<file path="src/rtl/divider_pkg.sv">
// Shared constants and state encoding for the divider issuer.
package divider_pkg;

    localparam int OP_W = 4;
    localparam int Q_W  = 5;

    typedef enum logic [1:0] {
        IDLE  = 2'd0,
        START = 2'd1,
        WAIT  = 2'd2,
        RESP  = 2'd3
    } issuer_state_e;

endpackage

</file>
<file path="src/rtl/divider_issuer.sv">
// Initiator side of the divider start/busy/finish handshake.
// Takes operand pairs over a valid/ready request port, pulses start to the
// divider, waits for a fresh finish (or times out) and returns the quotient
// over a valid/ready response port.
//
// state | meaning
// ------+-----------------------------------------------------------------
// IDLE  | ready for a request; operands latched on handshake
// START | div_start_o high for START_LEN cycles, operands frozen
// WAIT  | waiting for a finish that follows the arming condition, or timeout
// RESP  | response held on rsp_* until the consumer takes it
module divider_issuer #(
    parameter int OP_W      = divider_pkg::OP_W,
    parameter int Q_W       = divider_pkg::Q_W,
    parameter int START_LEN = 1,
    parameter int TIMEOUT   = 63
) (
    input  logic            clk_i,
    input  logic            reset_ni,
    input  logic            req_valid_i,
    output logic            req_ready_o,
    input  logic [OP_W-1:0] req_dividend_i,
    input  logic [OP_W-1:0] req_divisor_i,
    output logic            rsp_valid_o,
    input  logic            rsp_ready_i,
    output logic [Q_W-1:0]  rsp_quotient_o,
    output logic            rsp_timeout_o,
    output logic [OP_W-1:0] div_dividend_o,
    output logic [OP_W-1:0] div_divisor_o,
    output logic            div_start_o,
    input  logic            div_busy_i,
    input  logic            div_finish_i,
    input  logic [Q_W-1:0]  div_quotient_i,
    output logic [7:0]      ops_done_o
);
    import divider_pkg::*;

    localparam int SL_W = (START_LEN > 1) ? $clog2(START_LEN) : 1;
    localparam int TO_W = $clog2(TIMEOUT + 1);
    localparam logic [SL_W-1:0] START_LAST = SL_W'(START_LEN - 1);
    localparam logic [TO_W-1:0] WAIT_LAST  = TO_W'(TIMEOUT - 1);

    issuer_state_e   state_q, state_d;
    logic [SL_W-1:0] start_cnt_q, start_cnt_d;
    logic [TO_W-1:0] wait_cnt_q, wait_cnt_d;
    logic            armed_q, armed_d;
    logic [OP_W-1:0] dividend_q, dividend_d;
    logic [OP_W-1:0] divisor_q, divisor_d;
    logic [Q_W-1:0]  quot_q, quot_d;
    logic            timeout_q, timeout_d;
    logic [7:0]      ops_done_q, ops_done_d;

    // A finish level seen before the divider has shown it noticed the new
    // start (finish low or busy high) belongs to the previous operation.
    logic            arm_cond;
    assign arm_cond = !div_finish_i || div_busy_i;

    // State register and all datapath registers.
    always_ff @(posedge clk_i or negedge reset_ni) begin
        if (!reset_ni) begin
            state_q     <= IDLE;
            start_cnt_q <= '0;
            wait_cnt_q  <= '0;
            armed_q     <= 1'b0;
            dividend_q  <= '0;
            divisor_q   <= '0;
            quot_q      <= '0;
            timeout_q   <= 1'b0;
            ops_done_q  <= 8'd0;
        end else begin
            state_q     <= state_d;
            start_cnt_q <= start_cnt_d;
            wait_cnt_q  <= wait_cnt_d;
            armed_q     <= armed_d;
            dividend_q  <= dividend_d;
            divisor_q   <= divisor_d;
            quot_q      <= quot_d;
            timeout_q   <= timeout_d;
            ops_done_q  <= ops_done_d;
        end
    end

    // Next-state logic and handshake outputs.
    always_comb begin
        state_d     = state_q;
        start_cnt_d = start_cnt_q;
        wait_cnt_d  = wait_cnt_q;
        armed_d     = armed_q;
        dividend_d  = dividend_q;
        divisor_d   = divisor_q;
        quot_d      = quot_q;
        timeout_d   = timeout_q;
        ops_done_d  = ops_done_q;
        req_ready_o = 1'b0;
        rsp_valid_o = 1'b0;
        div_start_o = 1'b0;

        unique case (state_q)
            IDLE: begin
                req_ready_o = 1'b1;
                if (req_valid_i) begin
                    dividend_d  = req_dividend_i;
                    divisor_d   = req_divisor_i;
                    armed_d     = 1'b0;
                    start_cnt_d = '0;
                    wait_cnt_d  = '0;
                    state_d     = START;
                end
            end
            START: begin
                div_start_o = 1'b1;
                if (arm_cond) begin
                    armed_d = 1'b1;
                end
                if (start_cnt_q == START_LAST) begin
                    state_d = WAIT;
                end else begin
                    start_cnt_d = start_cnt_q + SL_W'(1);
                end
            end
            WAIT: begin
                if (arm_cond) begin
                    armed_d = 1'b1;
                end
                // A genuine finish beats the timeout on the same cycle.
                if (armed_q && div_finish_i) begin
                    quot_d    = div_quotient_i;
                    timeout_d = 1'b0;
                    state_d   = RESP;
                end else if (wait_cnt_q == WAIT_LAST) begin
                    quot_d    = '1;
                    timeout_d = 1'b1;
                    state_d   = RESP;
                end else begin
                    wait_cnt_d = wait_cnt_q + TO_W'(1);
                end
            end
            RESP: begin
                rsp_valid_o = 1'b1;
                if (rsp_ready_i) begin
                    ops_done_d = ops_done_q + 8'd1;
                    state_d    = IDLE;
                end
            end
            default: state_d = IDLE;
        endcase
    end

    assign rsp_quotient_o = quot_q;
    assign rsp_timeout_o  = timeout_q;
    assign div_dividend_o = dividend_q;
    assign div_divisor_o  = divisor_q;
    assign ops_done_o     = ops_done_q;

endmodule
</file>
<file path="config.mk">
export PLATFORM = sky130hd
export DESIGN_NAME = divider_issuer
export DESIGN_NICKNAME = d
export VERILOG_FILES = /design/src/rtl/divider_pkg.sv /design/src/rtl/divider_issuer.sv
export SDC_FILE = /design/constraint.sdc
export NUM_CORES = 1
export LEC_CHECK = 0
export BUFFER_PORTS_ARGS = -buffer_cell sky130_fd_sc_hd__buf_2
export CAP_MARGIN = 10
export CORE_MARGIN = 2
export CORE_UTILIZATION = 45
export CTS_BUF_LIST = sky130_fd_sc_hd__clkbuf_16
export CTS_CLUSTER_SIZE = 8
export DETAILED_ROUTE_END_ITERATION = 16
export PLACE_DENSITY = 0.67
export RECOVER_POWER = 100
export SYNTH_ARGS = -nofsm -noshare
export SYNTH_HDL_FRONTEND = slang
export SYNTH_SLANG_ARGS = --single-unit
</file>
<file path="constraint.sdc">
create_clock -name clk_i -period 2.5 [get_ports clk_i]
set_input_delay 0.5 -clock clk_i [delete_from_list [all_inputs] [get_ports clk_i]]
set_output_delay 0.5 -clock clk_i [all_outputs]
set_load 0.02 [all_outputs]
</file>
# Yosys cells after proc, flatten, opt, wreduce, memory -nomap -nowiden
# Index checks and enable logic that the tools add are counted.
# word_totals
reg_bits,32
output_inout_bits,25
# op_classes
add_sub_neg,3
eq_ne,11
muxes,22
reduce_logical,16
# op_table
op,count
6-bit 2-to-1 mux,3
6-bit case mux with 2 select lines,1
2-bit 2-to-1 mux,5
5-bit 2-to-1 mux,2
"2-bit inequality test, second input constant",5
"8-bit by 1-bit adder with 8-bit output, second input constant",1
1-bit 2-to-1 mux,8
2-bit case mux with 4 select lines,1
2-bit AND reduction,4
4-bit AND reduction,2
2-bit nonzero test,4
"6-bit by 1-bit adder with 6-bit output, second input constant",1
"6-bit equality test, second input constant",1
"2-bit equality test, second input constant",2
1-bit case mux with 2 select lines,2
"3-bit inequality test, second input constant",1
3-bit AND reduction,1
"2-bit by 1-bit equality test with 1-bit output, second input constant",1
2-bit logical NOT,1
"2-bit by 1-bit inequality test with 1-bit output, second input constant",1
2-bit OR reduction,1
"1-bit adder, second input constant",1
1-bit logical AND,1
1-bit logical NOT,1
1-bit logical OR,1

# Longest topological paths before layout
# Gate-level depths: netlist (run 1).
# depth
depth_word,4
mapped_depth,7

# Least setup slack after synthesis (run 1)
# No wires, ideal clock.
# synth_path
kind,register to register
from,register wait_cnt_q[0]
to,register wait_cnt_q[5]
arrival_ns,1.607
required_time_ns,2.374
slack_ns,0.767
path_stages_with_launch,8
path_buffers,1
path_cell_list,dfrtp_1 > inv_1 > ha_1 > and3_1 > and4_4 > buf_6 > or2_1 > a221o_1
# synth_via
elab_chain_cells,4
word_cells_on_any_way,7
# synth_lines
element,line,source
from (decl),divider_issuer.sv:45,"logic [TO_W-1:0] wait_cnt_q, wait_cnt_d;"
from (signal assigned),divider_issuer.sv:73,wait_cnt_q <= wait_cnt_d;
6-bit by 1-bit adder with 6-bit output,divider_issuer.sv:135,wait_cnt_d = wait_cnt_q + TO_W'(1);
6-bit 2-to-1 mux,divider_issuer.sv:130,end else if (wait_cnt_q == WAIT_LAST) begin
6-bit 2-to-1 mux,divider_issuer.sv:126,if (armed_q && div_finish_i) begin
6-bit case mux with 2 select lines,divider_issuer.sv:98,unique case (state_q)
# Parallel ways exist; a longest one is shown, timed or not. The select of a mux whose other input is x is not followed.
# A chain may end at the register's enable or synchronous reset.

# Worst setup path in the final report (run 1)
# layout_path
from,register state_q[0]
to,register wait_cnt_q[0]
# layout_via
elab_chain_cells,3
word_cells_on_any_way,8
# layout_lines
element,line,source
from (decl),divider_issuer.sv:43,"issuer_state_e state_q, state_d;"
from (signal assigned),divider_issuer.sv:71,state_q <= state_d;
2-bit equality test or 2-bit logical NOT (tied branches),divider_issuer.sv:98,
2-bit inequality test (no source line) or 2-bit nonzero test (tied branches),n/a,
4-bit AND reduction (no source line),n/a,
# Parallel ways exist; a longest one is shown, timed or not.

==> results.sh, run 1 <==
export IMPL_ys_ff_latch=31
export IMPL_antenna_found_initial=0
export IMPL_drt_iter0_markers=36
export IMPL_cp_required_ps=2690
export IMPL_finalClockSkew_ps=4.00
export IMPL_ys_async_sr_fraction=1.00
export IMPL_slew_violations=32
export IMPL_ir_worst_vdd_mv=0.670
export IMPL_hold_path_class="in2reg"
export IMPL_layout_min_cycle_time_ps=2010
export IMPL_die_x_um=60.5
export IMPL_diodes=0
export IMPL_die_y_um=60.5
export IMPL_fin_nets=201
export IMPL_powerDensity_mw_per_mm2=1270
export IMPL_most_common_layout_cells="dfrtp_1, clkbuf_1, buf_2"
export IMPL_core_region_area_mm2=0.00305
export IMPL_r2r_start="state_q[0]"
export IMPL_crit_type="reg2reg"
export IMPL_violations="max-capacitance violations, max-slew violations"
export IMPL_ios=44
export IMPL_clock_latency_ps=270
export IMPL_cts_resized_gates=0
export IMPL_syn_area_per_cell_um2=11.3
export IMPL_clock_path_buffers=2
export IMPL_clkTransAtPathRegs_ps=50
export IMPL_via_count=1128
export IMPL_grt_max_degree=32
export IMPL_ys_flop_type="dfrtp_1"
export IMPL_dp_hpwl_mm=2.14
export IMPL_final_common_cell="dfrtp_1"
export IMPL_wl_per_cell_um=13.0
export IMPL_grt_usage=0.169
export IMPL_post_route_drc_count=0
export IMPL_start_kind="flop"
export IMPL_die_area_mm2=0.00367
export IMPL_syn_nets=153
export IMPL_seq_area_frac_synth=0.539
export IMPL_grt_overflow=0
export IMPL_cts_sinks=31
export IMPL_synth_area_top_cells="dfrtp_1, mux2_2, ha_1"
export IMPL_synthCells=127
export IMPL_post_cts_buffers=0
export IMPL_hold_viol_final=0
export IMPL_finalSetupViolations=0
export IMPL_dpl_cell_area_mm2=0.00169
export IMPL_drt_first_pass_iters=4
export IMPL_synth_top_area_cell="dfrtp_1"
export IMPL_htree_levels=2
export IMPL_ys_warn_count=0
export IMPL_drive_gt1_frac=0.210
export IMPL_root_buffer="clkbuf_16"
export IMPL_max_freq_mhz=497
export IMPL_finalCritPeriodShare=0.805
export IMPL_setup_tns_final_ps=0
export IMPL_arrival_ps=2200
export IMPL_drv_cap=1
export IMPL_num_rows=20
export IMPL_tightest_slew_ps=1630
export IMPL_max_slew_margin=-0.0835
export IMPL_port_buffers=43
export IMPL_ctsHoldBuffers=0
export IMPL_min_from="req_dividend_i[1]"
export IMPL_leakagePower_nw=0.816
export IMPL_drtAntennaViolNets=0
export IMPL_finalInstanceArea_mm2=0.00180
export IMPL_grt_setup_unrepaired="no"
export IMPL_crit_path_max_fanout=11
export IMPL_wl_mm=2.86
export IMPL_endpoint_kind="flop"
export IMPL_cts_buffers=5
export IMPL_routabilityCongestion=0.811
export IMPL_netlist_area_mm2=0.00144
export IMPL_fillers=282
export IMPL_cts_tree="built"
export IMPL_initial_core_util=0.471
export IMPL_avgViaCountPerCell=5.13
export IMPL_cp_startpoint="state_q[0]"
export IMPL_ys_types=34
export IMPL_synth_edf_count=0
export IMPL_ff_latch_area_um2=776
export IMPL_outcome="finished with violations"
export IMPL_area_delta_synth_final_pct=25.0
export IMPL_grt_pass1_vias=1006
export IMPL_synth_top_area_share=0.539
export IMPL_multi_input_area_um2=626
export IMPL_grt_pass1_wl_mm=4.53
## state kept, by name (all words and copies together), names as in the netlist
register / flops
armed_q: 1
div_dividend_o: 4
div_divisor_o: 4
ops_done_o: 8
rsp_quotient_o: 5
rsp_timeout_o: 1
state_q: 2
wait_cnt_q: 6
## per-stage QoR
step | utilization | std cells | hold WS (ps) | power, mW | setup WS (ps)
2_1_floorplan | - | 127 | 204 | 1.48 | 767
3_3_place_gp | 0.555 | 212 | 462 | 1.74 | 640
3_5_place_dp | 0.555 | 212 | 472 | 1.78 | 567
4_1_cts | 0.601 | 220 | 299 | 2.35 | 553
5_1_grt | 0.589 | 220 | 460 | 2.45 | 357
6_report | 0.589 | 220 | 462 | 2.28 | 488
## critical path: stages (launching register included)
cell      delay, ps
dfrtp_1         410
inv_1           100
ha_1            370
a21boi_0        260
and2_0          260
or3b_2          450
o21ai_0          80
## worst paths after layout
check	to	slack (ps)	cells after the start
setup / recovery	wait_cnt_q[0]	490	6
hold / removal	div_dividend_o[1]	460	2
setup reg to reg	wait_cnt_q[0]	490	6
hold reg to reg	ops_done_o[7]	480	1
max in group asynchronous	ops_done_o[3]	920	1
min in group asynchronous	wait_cnt_q[0]	640	1
## cells by family after synthesis
| kind of cell | Yosys count | synth area share |
|---|---|---|
| AO/OA/AOI/OAI | 23 | 0.106 |
| XOR/XNOR | 7 | 0.0426 |
| adder cells (fa/ha/maj) | 7 | 0.0609 |
| buffers and inverters | 7 | 0.0261 |
| flip-flops | 31 | 0.539 |
| multiplexers | 11 | 0.0852 |
| AND/OR/NAND/NOR | 41 | 0.140 |
## power breakdown
group	leakage [nW]	total (mW)	switching, mW	internal (mW)
logic	0.361	0.892	0.553	0.340
clock network	0.0733	0.562	0.200	0.362
registers	0.382	0.826	0.140	0.686
## layer usage
layer	global-route usage	vias to the layer above	wire, µm
met5	0	-	0
met4	0.0466	0	0
met3	0.0618	0	215
met2	0.266	41	1430
met1	0.221	547	1210
li1	-	540	-
## synthesized netlist by cell type (2+ instances only)
| cell | number |
|---|---|
| a21oi_1 | 9 |
| a31oi_1 | 3 |
| a41oi_1 | 2 |
| dfrtp_1 | 31 |
| ha_1 | 7 |
| inv_1 | 4 |
| mux2_2 | 10 |
| nand2_1 | 7 |
| nand2b_1 | 3 |
| nand3_1 | 8 |
| nor2_1 | 14 |
| o21ai_0 | 2 |
| xnor2_1 | 5 |
| xor2_1 | 2 |
## area by class of cell
cell class,count,area share
Sequential cell,31,0.431
Tap cell,44,0.0306
Multi-Input combinational cell,89,0.348
Timing Repair Buffer,44,0.104
Clock buffer,5,0.0696
Clock inverter,3,0.00835
Inverter,4,0.00835
No activity file was read; power rests on OpenSTA's default activity.
==> run 2, diff against run 1 <==
ABC_AREA = 1   (was default)
clock period = 2.02 ns   (was 2.5 ns; I/O delays follow)
==> results.sh, run 2 <==
export IMPL_outcome="finished with violations"
export IMPL_violations="max-capacitance violations, max-slew violations"
export IMPL_ys_ff_latch=31
export IMPL_drtAntennaViolNets=0
export IMPL_cp_required_ps=1620
export IMPL_multi_input_area_um2=643
export IMPL_via_count=1208
export IMPL_crit_type="reg2out"
export IMPL_die_y_um=62.3
export IMPL_ys_flop_type="dfrtp_1"
export IMPL_whs_ps=361
export IMPL_num_rows=21
export IMPL_grt_max_degree=32
export IMPL_grt_setup_unrepaired="no"
export IMPL_port_buffers=43
export IMPL_hold_viol_final=0
export IMPL_finalCritPeriodShare=0.819
export IMPL_fillers=349
export IMPL_grt_use_met1=0.210
export IMPL_fin_nets=244
export IMPL_tightest_slew_ps=1600
export IMPL_critPathSlowestCell="dfrtp_1"
export IMPL_layout_min_cycle_time_ps=1650
export IMPL_core_region_area_mm2=0.00331
export IMPL_wl_mm=2.73
export IMPL_min_from="req_divisor_i[2]"
export IMPL_root_buffer="clkbuf_16"
export IMPL_wl_per_cell_um=10.3
export IMPL_ctsHoldBuffers=0
export IMPL_post_route_drc_count=0
export IMPL_cts_sinks=31
export IMPL_grt_usage=0.166
export IMPL_syn_nets=195
export IMPL_dp_hpwl_mm=2.05
export IMPL_clkTransAtPathRegs_ps=50
export IMPL_powerDensity_mw_per_mm2=1490
export IMPL_start_kind="flop"
export IMPL_instances_no_fill=265
export IMPL_leakagePower_nw=0.920
export IMPL_endpoint_kind="output port"
export IMPL_reg2regPathDepth=7
export IMPL_synth_edf_count=0
export IMPL_synth_commonest_cells="nand2_1, dfrtp_1, nor2_1"
export IMPL_holdPathStages=2
export IMPL_synth_top_area_share=0.508
export IMPL_synth_top_area_cell="dfrtp_1"
export IMPL_routabilityCongestion=0.768
export IMPL_cts_tree="built"
export IMPL_grt_pass1_vias=1204
export IMPL_initial_core_util=0.461
export IMPL_seq_area_frac_synth=0.508
export IMPL_final_common_cell="nand2_1"
export IMPL_synthMostInstantiatedCell="nand2_1"
export IMPL_max_freq_mhz=604
export IMPL_finalSetupViolations=0
export IMPL_slew_violations=32
export IMPL_crit_chain="inv_1 > ha_1 > clkbuf_1"
export IMPL_drt_first_pass_iters=4
export IMPL_netlist_area_mm2=0.00153
export IMPL_r2r_end="wait_cnt_q[0]"
export IMPL_clock_path_buffers=2
export IMPL_ys_async_sr_fraction=1.00
export IMPL_antenna_found_initial=0
export IMPL_synth_area_top_cells="dfrtp_1, nand2_1, mux2_2"
export IMPL_r2r_start="state_q[0]"
export IMPL_grt_overflow=0
export IMPL_cts_resized_gates=0
export IMPL_setup_tns_final_ps=0
export IMPL_crit_path_max_fanout=4
export IMPL_most_common_layout_cells="nand2_1, dfrtp_1, clkbuf_1"
export IMPL_clock_latency_ps=270
export IMPL_synthCells=169
export IMPL_ir_worst_vdd_mv=0.753
export IMPL_syn_area_per_cell_um2=9.04
export IMPL_slowest_delay_ps=410
export IMPL_post_cts_buffers=0
export IMPL_drv_cap=1
export IMPL_avgViaCountPerCell=4.56
export IMPL_die_x_um=62.3
export IMPL_ff_latch_area_um2=776
export IMPL_reg2reg_slack_ps=480
export IMPL_cts_buffers=5
export IMPL_drive_gt1_frac=0.169
export IMPL_ys_warn_count=0
export IMPL_htree_levels=2
export IMPL_ios=44
export IMPL_hold_path_class="in2reg"
export IMPL_whs_endpoint="div_divisor_o[2]"
export IMPL_area_delta_synth_final_pct=23.4
export IMPL_max_slew_margin=-0.0698
export IMPL_drt_iter0_markers=56
export IMPL_diodes=0
export IMPL_top_usage_layer="met2"
export IMPL_finalClockSkew_ps=3.72
export IMPL_use_met3=0.0417
export IMPL_ys_types=23
export IMPL_grt_pass1_wl_mm=5.10
export IMPL_met2_usage=0.273
export IMPL_dp_cells=257
export IMPL_largest_reg_flops=8
export IMPL_die_area_mm2=0.00388
export IMPL_arrival_ps=1250
-- run 2: cell count changes after synthesis, moves of 4 or more --
cell and change:
a21oi_1 -8, o21ai_2 +4, nand2_1 +38, inv_1 +17, nor2_1 +9
-- run 2: critical path: cells and delay by family, from the launching register on --
family	cells	cell delay (ps)
buf+inv	2	360
fa+ha+maj	1	210
flops	1	410
-- run 2: how the worst max path moves through the flow --
stage                from            end  slack (ps)  cells past startpoint
3_5_place_dp   state_q[0]  wait_cnt_q[2]         440                      7
3_3_place_gp   state_q[0]  wait_cnt_q[0]         470                      7
6_report       state_q[1]    req_ready_o         370                      3
2_1_floorplan  state_q[0]  ops_done_o[7]         510                      8
4_1_cts        state_q[0]  wait_cnt_q[2]         420                      7
5_1_grt          reset_ni  wait_cnt_q[4]         220                      1
-- run 2: area by class of cell --
cell class              instances  share of cell area
clock buffers                   5              0.0664
clock inverters                 3             0.00796
inverters                      21              0.0418
multi-input cells             115               0.341
flip-flops and latches         31               0.411
well taps                      46              0.0305
repair buffers                 44               0.101
-- run 2: routing by layer --
layer  wire [µm]  up-vias  share of wire
li1            -      631              -
met1        1260      541           0.46
met2        1280       32           0.47
met3         162        4          0.059
met4          21        0         0.0077
met5           0        -              0
-- run 2: stage by stage --
| stage | worst slack (ps) | utilization | power [mW] | area, µm² |
|---|---|---|---|---|
| after floorplan | 514 | - | 1.88 | 1530 |
| after global placement | 471 | 0.540 | 2.19 | 1790 |
| after detailed placement | 436 | 0.540 | 2.21 | 1790 |
| after CTS | 421 | 0.583 | 2.92 | 1930 |
| after global routing | 224 | 0.570 | 3.04 | 1890 |
| final | 365 | 0.570 | 2.81 | 1890 |
-- run 2: cells by family after synthesis --
family,Yosys count,synth area share
simple gates,83,0.229
flops,31,0.508
buf+inv,23,0.0639
compound gates,12,0.0540
mux,8,0.0590
fa+ha+maj,7,0.0573
xor+xnor,5,0.0287
-- run 2: report_power, final --
part	internal (mW)	total, mW	switching, mW
Clock	0.446	0.691	0.245
Sequential	0.847	1.00	0.158
Combinational	0.385	1.11	0.726
==> run 3, diff against run 2 <==
PLACE_DENSITY = 0.7   (was 0.67)
clock period = 1.5 ns   (was 2.02 ns; I/O delays follow)
==> results.sh, run 3 (same netlist as run 2, synthesis figures left out) <==
export IMPL_grt_pass1_wl_mm=5.40
export IMPL_start_kind="flop"
export IMPL_tightest_slew_ps=751
export IMPL_ir_worst_vdd_mv=1.11
export IMPL_final_common_cell="buf_2"
export IMPL_leakagePower_nw=1.04
export IMPL_dp_slack_ps=13.0
export IMPL_r2r_end="wait_cnt_q[5]"
export IMPL_endpoint_kind="output port"
export IMPL_p_int_mw=2.49
export IMPL_area_delta_synth_final_pct=35.8
export IMPL_reg2reg_slack_ps=100
export IMPL_whs_ps=166
export IMPL_swShare=0.402
export IMPL_drive_gt1_frac=0.388
export IMPL_routabilityCongestion=0.739
export IMPL_finalCritPeriodShare=0.976
export IMPL_finalInstanceArea_mm2=0.00207
export IMPL_drt_first_pass_iters=4
export IMPL_fillers=308
export IMPL_cts_buffers=5
export IMPL_via_count=1252
export IMPL_diodes=0
export IMPL_die_x_um=62.3
export IMPL_grt_setup_unrepaired="yes"
export IMPL_critPathSlowestCell="dfrtp_1"
export IMPL_post_route_util=0.627
export IMPL_drt_iter0_markers=47
export IMPL_crit_type="reg2out"
export IMPL_clock_path_buffers=2
export IMPL_powerDensity_mw_per_mm2=2000
export IMPL_port_buffers=43
export IMPL_initial_core_util=0.461
export IMPL_largest_reg_flops=8
export IMPL_htree_levels=2
export IMPL_max_freq_mhz=683
export IMPL_crit_path_max_fanout=4
export IMPL_num_rows=21
export IMPL_r2r_start="state_q[0]"
export IMPL_die_y_um=62.3
export IMPL_outcome="finished, final reports clean"
export IMPL_critPathTopFamily="flip-flops"
export IMPL_crit_buf_inv=2
export IMPL_grt_pass1_vias=1263
export IMPL_power_switching_mw=1.67
export IMPL_layout_min_cycle_time_ps=1460
export IMPL_max_slew_margin=0.499
export IMPL_power_frac_comb=0.449
export IMPL_grt_overflow=0
export IMPL_root_buffer="clkbuf_16"
export IMPL_die_area_mm2=0.00388
export IMPL_antenna_found_initial=0
export IMPL_finalSetupViolations=0
export IMPL_dpl_cell_area_mm2=0.00184
export IMPL_core_region_area_mm2=0.00331
export IMPL_drv_cap=0
export IMPL_wl_per_cell_um=11.1
export IMPL_grt_usage=0.177
export IMPL_cp_required_ps=1200
export IMPL_grt_max_degree=32
export IMPL_hold_viol_final=0
export IMPL_setup_slack_ps=36.5
export IMPL_wl_mm=3.02
export IMPL_crit_chain="buf_4 > ha_1 > buf_2"
export IMPL_cts_tree="built"
export IMPL_slowest_delay_ps=410
export IMPL_arrival_ps=1160
export IMPL_hold_path_class="in2async"
export IMPL_fin_nets=252
export IMPL_pwr_share_seq=0.325
export IMPL_post_route_drc_count=0
export IMPL_reg2regPathDepth=7
export IMPL_clkTransAtPathRegs_ps=50
export IMPL_p_clk_frac=0.226
export IMPL_clock_latency_ps=270
export IMPL_slew_violations=0
export IMPL_drtAntennaViolNets=0
export IMPL_most_common_layout_cells="buf_2, nand2_1, dfrtp_1"
export IMPL_dp_hpwl_mm=2.09
export IMPL_finalClockSkew_ps=2.26
export IMPL_avgViaCountPerCell=4.59
export IMPL_cts_sinks=31
export IMPL_setup_tns_final_ps=0
export IMPL_ios=44
run 3: power by group through the flow:
stage | Sequential (mW) | Clock, mW | Combinational, mW
after detailed placement | 1.35 | 0 | 1.67
final | 1.35 | 0.940 | 1.87
after global placement | 1.35 | 0 | 1.64
after CTS | 1.35 | 0.966 | 1.70
after floorplan | 1.63 | 0 | 0.906
after global routing | 1.40 | 1.01 | 2.09
run 3: layer usage:
layer / GRT usage / share of wire / wire length (µm) / vias up
li1: - / - / - / 644
met1: 0.226 / 0.46 / 1390 / 566
met2: 0.262 / 0.45 / 1350 / 37
met3: 0.0797 / 0.073 / 222 / 5
met4: 0.0750 / 0.019 / 56 / 0
met5: 0 / 0 / 0 / -
run 3: worst reg2reg max path, cell delays in order, from the launching register on:
cell and delay (ps):
dfrtp_1 410, inv_2 100, ha_2 190, nor2_1 70, nor2_2 220, nand3_4 170
nand2_1 90, nand2_1 50
run 3: cell type report:
class,instances,area (µm²),share of cell area
Clock buffer,5,125,0.0603
Clock inverter,3,15.0,0.00724
Inverter,21,78.8,0.0380
Multi-Input combinational cell,116,742,0.358
Sequential cell,31,776,0.374
Tap cell,46,57.6,0.0277
Timing Repair Buffer,51,280,0.135
run 3: how the worst max path moves through the flow:
stage	cells after the start	startpoint	to	slack, ps
2_1_floorplan	4	state_q[0]	div_dividend_o[0]	30
3_3_place_gp	4	state_q[0]	div_dividend_o[0]	20
3_5_place_dp	8	state_q[0]	wait_cnt_q[2]	10
4_1_cts	4	state_q[0]	div_divisor_o[2]	10
5_1_grt	7	state_q[0]	wait_cnt_q[1]	-10
6_report	3	state_q[0]	div_start_o	40
run 3: timing repair:
item,4_1_cts,5_1_grt
pin swaps,0,1
buffers inserted,0,1
gates cloned,0,1
setup endpoints to repair,1,26
hold buffers,0,0
gates resized for setup,1,22
run 3: stage by stage:
stage               power (mW)  instances
floorplan                 2.54        169
global placement          2.99        263
detailed placement        3.02        263
CTS                       4.01        271
global route              4.50        273
finish                    4.16        273
